`config.mk`:
```
export PLATFORM = sky130hd
export DESIGN_NAME = rsa_byte_loader
export DESIGN_NICKNAME = d
export VERILOG_FILES = /design/src/rtl/rsa_byte_loader.sv
export SDC_FILE = /design/constraint.sdc
export NUM_CORES = 1
export LEC_CHECK = 0
export CORE_ASPECT_RATIO = 0.9
export CORE_MARGIN = 5
export CORE_UTILIZATION = 53
export DETAILED_ROUTE_END_ITERATION = 10
export HOLD_SLACK_MARGIN = 0.12
export PLACE_DENSITY = 0.85
export RECOVER_POWER = 50
export SLEW_MARGIN = 40
export SYNTH_ARGS = -nofsm -noshare
export SYNTH_HDL_FRONTEND = slang
export SYNTH_SLANG_ARGS = --single-unit
export TNS_END_PERCENT = 1
```
`constraint.sdc`:
```
create_clock -name clk -period 3.2 [get_ports clk]
set_input_delay 0.48 -clock clk [delete_from_list [all_inputs] [get_ports clk]]
set_output_delay 0.48 -clock clk [all_outputs]
set_load 0.005 [all_outputs]
```
`src/rtl/rsa_byte_loader.sv`:
```
// Byte-stream wrapper for the RSA exponent core: loads N, M, E, starts the core, then streams the result out LSB-first.
// Optional busy-rise timeout with sticky err is built when RSA_BYTE_LOADER_TIMEOUT_EN is defined.
module rsa_byte_loader #(
    parameter int OP_BYTES      = 32,
    parameter int BUSY_WAIT_MAX = 1023
) (
    input  logic       clk,
    input  logic       reset,
    input  logic [7:0] in_data,
    input  logic       in_valid,
    output logic       in_ready,
    output logic [7:0] out_data,
    output logic       out_valid,
    input  logic       out_ready,
    output logic       rsa_we_n,
    output logic       rsa_start_n,
    output logic [1:0] rsa_reg_sel,
    output logic [4:0] rsa_addr,
    output logic [7:0] rsa_data,
    input  logic [7:0] rsa_data_o,
    input  logic       rsa_busy,
    output logic       err
);

    typedef enum logic [3:0] {
        S_IDLE,
        S_LOAD,
        S_START,
        S_WAIT_HI,
        S_WAIT_LO,
        S_RD_ADDR,
        S_RD_WAIT,
        S_RD_CAP,
        S_OUT
    } state_t;

    localparam logic [4:0] LAST_IDX = 5'(OP_BYTES - 1);

    state_t     r_state;
    logic [4:0] r_cnt;
    logic [1:0] r_seg;

`ifdef RSA_BYTE_LOADER_TIMEOUT_EN
    localparam int WAIT_W = $clog2(BUSY_WAIT_MAX + 1);
    logic [WAIT_W-1:0] r_wait_cnt;
`else
    // The timeout limit has no effect when the timeout logic is not built.
    logic w_unused_cfg;
    assign w_unused_cfg = (BUSY_WAIT_MAX > 0);
`endif

    // Operand order N, M, E maps onto the core's register-select codes.
    function automatic logic [1:0] seg_to_sel(input logic [1:0] seg);
        case (seg)
            2'd0:    return 2'd3;
            2'd1:    return 2'd1;
            default: return 2'd2;
        endcase
    endfunction

    always_ff @(posedge clk or posedge reset) begin
        if (reset) begin
            r_state     <= S_IDLE;
            r_cnt       <= '0;
            r_seg       <= '0;
            in_ready    <= 1'b0;
            out_data    <= '0;
            out_valid   <= 1'b0;
            rsa_we_n    <= 1'b1;
            rsa_start_n <= 1'b1;
            rsa_reg_sel <= '0;
            rsa_addr    <= '0;
            rsa_data    <= '0;
            err         <= 1'b0;
`ifdef RSA_BYTE_LOADER_TIMEOUT_EN
            r_wait_cnt  <= '0;
`endif
        end else begin
            // NOTE: strobes default high here and the state that needs a pulse overrides
            // them below; the last non-blocking assignment in the block takes effect.
            rsa_we_n    <= 1'b1;
            rsa_start_n <= 1'b1;
            case (r_state)
                S_IDLE: begin
                    r_cnt    <= '0;
                    r_seg    <= '0;
                    in_ready <= 1'b1;
                    r_state  <= S_LOAD;
                end
                S_LOAD: begin
                    if (in_valid && in_ready) begin
                        rsa_we_n    <= 1'b0;
                        rsa_reg_sel <= seg_to_sel(r_seg);
                        rsa_addr    <= r_cnt;
                        rsa_data    <= in_data;
                        if (r_cnt == LAST_IDX) begin
                            r_cnt <= '0;
                            if (r_seg == 2'd2) begin
                                in_ready <= 1'b0;
                                r_state  <= S_START;
                            end else begin
                                r_seg <= r_seg + 2'd1;
                            end
                        end else begin
                            r_cnt <= r_cnt + 5'd1;
                        end
                    end
                end
                S_START: begin
                    rsa_start_n <= 1'b0;
                    r_state     <= S_WAIT_HI;
`ifdef RSA_BYTE_LOADER_TIMEOUT_EN
                    r_wait_cnt  <= '0;
`endif
                end
                S_WAIT_HI: begin
                    if (rsa_busy) begin
                        r_state <= S_WAIT_LO;
`ifdef RSA_BYTE_LOADER_TIMEOUT_EN
                    end else if (r_wait_cnt == WAIT_W'(BUSY_WAIT_MAX)) begin
                        err     <= 1'b1;
                        r_state <= S_IDLE;
                    end else begin
                        r_wait_cnt <= r_wait_cnt + WAIT_W'(1);
`endif
                    end
                end
                S_WAIT_LO: begin
                    if (!rsa_busy) begin
                        r_cnt       <= '0;
                        rsa_we_n    <= 1'b0;
                        rsa_reg_sel <= 2'd0;
                        rsa_addr    <= '0;
                        r_state     <= S_RD_ADDR;
                    end
                end
                S_RD_ADDR: r_state <= S_RD_WAIT;
                S_RD_WAIT: r_state <= S_RD_CAP;
                S_RD_CAP: begin
                    out_data  <= rsa_data_o;
                    out_valid <= 1'b1;
                    r_state   <= S_OUT;
                end
                S_OUT: begin
                    if (out_ready) begin
                        out_valid <= 1'b0;
                        if (r_cnt == LAST_IDX) begin
                            r_state <= S_IDLE;
                        end else begin
                            r_cnt    <= r_cnt + 5'd1;
                            rsa_we_n <= 1'b0;
                            rsa_addr <= r_cnt + 5'd1;
                            r_state  <= S_RD_ADDR;
                        end
                    end
                end
                default: r_state <= S_IDLE;
            endcase
        end
    end

endmodule

```
==> run summary <==
Worst VDD drop - 271 uV
Vias per inst - 5.65
Post-Place Cells - 260
Register area share after synthesis - 47.4%
Post-Syn Area per Cell - 11.4 sq um
H-tree depth - 2
MaxCap Viol Count - 1
Core Area - 3700 sq um
Drc violations - 0
Setup TNS - 0 ns
Worst hold path class - reg2reg
Drt pass-1 iters - 4
Synth area leaders - dfrtp_1, mux2_2, ha_1, inv_1, dfstp_2
Cts repair resizes - 0
Mapped Area - 2010 sq um
Initial core utilization - 54.3%
Crit path DAT - 2.66 ns
CP endpoint kind - flop
Synth Flop Type - dfrtp_1
Leakage - 1.10 nW
Postcts setup bufs - 0
Unrepaired setup endpoints after global routing - false
Most common cell after layout, fill and taps aside - dfrtp_1
All-Layer GR Usage - 17.5%
Skew final - 0.00437 ns
Via count - 1,508
Clk_lat worst skew - 0.29 ns
Setup CP Type - reg2reg
Post-synth top area cell - dfrtp_1
FILL cells - 276
Crit path max fanout - 6
Post-synthesis net count - 203
Vias in the first global route - 1,509
1st-iter DRT viols - 66
Most frequent cells in the layout - dfrtp_1, clkdlybuf4s50_1, mux2_2, inv_1, dlygate4sd3_1
Hold-fix buffers at CTS - 0
Num CTS Buffers - 5
PD cells - 497 nW/um^2
Fin. max-slew vios - 39
Worst rel slew slack - -33.5%
Synthesis-stage register bit count - 38
Async set-reset flop share out of synthesis - 100%
Yosys warning total - 1
Top-area cell type share of the netlist area - 44.8%
FF+latch area - 953 sq um
Layout net count - 248
Die height - 68.5 microns
First-pass GRT wire length - 6.69 mm
Share of layout cells above drive strength 1 - 16.7%
Syn Inst Count - 176
Antenna violations before repair - 0
Worst-margin pin slew - 2.00 ns
CTS tree - built
CTS sink cnt - 38
Final hold vios - 0
Max clock buf depth - 2
Multi-input gate area - 936 sq um
Largest net degree at the start of global routing - 39
Fin cells - 267
Max Freq - 409 MHz
Antenna viol nets, final - 0
Syn-to-layout area delta - 27.2%
Std cell rows - 21
Run status - complete, but fails checks
Port bufs - 47
Root Buffer - clkbuf_8
Number of setup violations in the final report - 0
Die width - 74.9 microns
Worst-path clk slew - 0.07 ns
CP startpoint kind - flop
Post-synth EDFFs - 0
Failing checks - max-capacitance violations, max-slew violations
N_diodes - 0
Yosys cell types - 46
Die area - 5130 sq um
IO Count - 49
Total Wirelength - 4.05 mm
DR WL/cell - 15.2 microns
WP data required - 3.41 ns
Period minus WS final - 2.45 ns
GPL Wtd Cong - 0.832
Dpl hpwl - 2.93 mm
Total gr overflow - 0
Fin crit share - 76.5%
cell families after synthesis:
group,count (synthesis),share of synthesized area [%]
other,1,0.186
adders and majority gates,6,3.73
buffers and inverters,26,6.09
muxes,26,14.4
DFF,38,47.4
AOI/OAI and AO/OA,40,14.5
xor gates and xnor gates,1,0.435
and+or+nand+nor,38,13.2
synthesized netlist by cell type, types with 2 or more instances:
| cell | number |
|---|---|
| a22o_1 | 5 |
| a21oi_1 | 10 |
| ha_1 | 6 |
| dfstp_2 | 2 |
| nand2b_1 | 3 |
| inv_1 | 16 |
| or4b_1 | 2 |
| clkbuf_1 | 2 |
| buf_2 | 5 |
| mux2i_1 | 5 |
| buf_6 | 2 |
| nand2_1 | 5 |
| nor3_1 | 5 |
| mux2_2 | 19 |
| nor2_1 | 8 |
| nand4b_1 | 2 |
| o22ai_1 | 4 |
| nand3b_1 | 2 |
| and3_1 | 2 |
| o21ai_0 | 7 |
| or3_1 | 2 |
| dfrtp_1 | 36 |
| a31oi_1 | 2 |
| nor4b_4 | 2 |
flip-flops by register name (all words and copies together), names as in the netlist:
name	flops
rsa_we_n	1
r_cnt	5
rsa_start_n	1
r_seg	2
out_valid	1
rsa_reg_sel	2
rsa_addr	5
r_state	4
rsa_data	8
out_data	8
in_ready	1
metal layers:
layer,vias up,track usage (%),routed length (microns)
met5,-,0,0
met4,0,7.33,60
met3,7,8.22,405
met2,53,28.0,1930
met1,714,20.1,1660
li1,734,-,-
final cells by class:
class	count	area share (%)
multi-input combinational	112	36.6
timing repair buffer	48	18.5
sequential	38	37.2
clock buffer	5	2.69
inverter	16	2.35
tap	46	2.25
clock inverter	2	0.391
worst max-delay path, cell delays in order, from the launching register on:
cell and delay [ns]:
dfrtp_1 0.45, ha_1 0.27, and3_1 0.20, ha_1 0.26
or3b_2 0.47, a211oi_2 0.37, a2111oi_0 0.17, o22ai_1 0.19
power by group:
part           internal, mW  switching (mW)
clock                 0.146           0.162
sequential            0.563          0.0633
combinational         0.202           0.135
stage by stage:
step | instance area, sq um | hold slack (ns) | power, mW | worst slack, ns | util, %
after floorplan | 2010 | 0.489 | 0.810 | 1.01 | -
after global placement | 2480 | 0.477 | 0.975 | 0.864 | 67.1
after detailed placement | 2480 | 0.494 | 0.990 | 0.794 | 67.1
after CTS | 2560 | 0.509 | 1.30 | 0.772 | 69.2
after global routing | 2560 | 0.513 | 1.36 | 0.400 | 69.1
final | 2560 | 0.500 | 1.27 | 0.753 | 69.1
worst paths after layout:
check / start / end / slack, ns / cells after the start
worst max-delay path: r_cnt[0] / r_cnt[2] / 0.75 / 7
worst min-delay path: out_data[3] / out_data[3] / 0.50 / 1
worst max register to register: r_cnt[0] / r_cnt[2] / 0.75 / 7
worst min register to register: out_data[3] / out_data[3] / 0.50 / 1
max in group asynchronous: reset / rsa_data[5] / 0.83 / 3
min in group asynchronous: reset / r_cnt[4] / 1.23 / 3
Power figures use the tool's default switching activity.
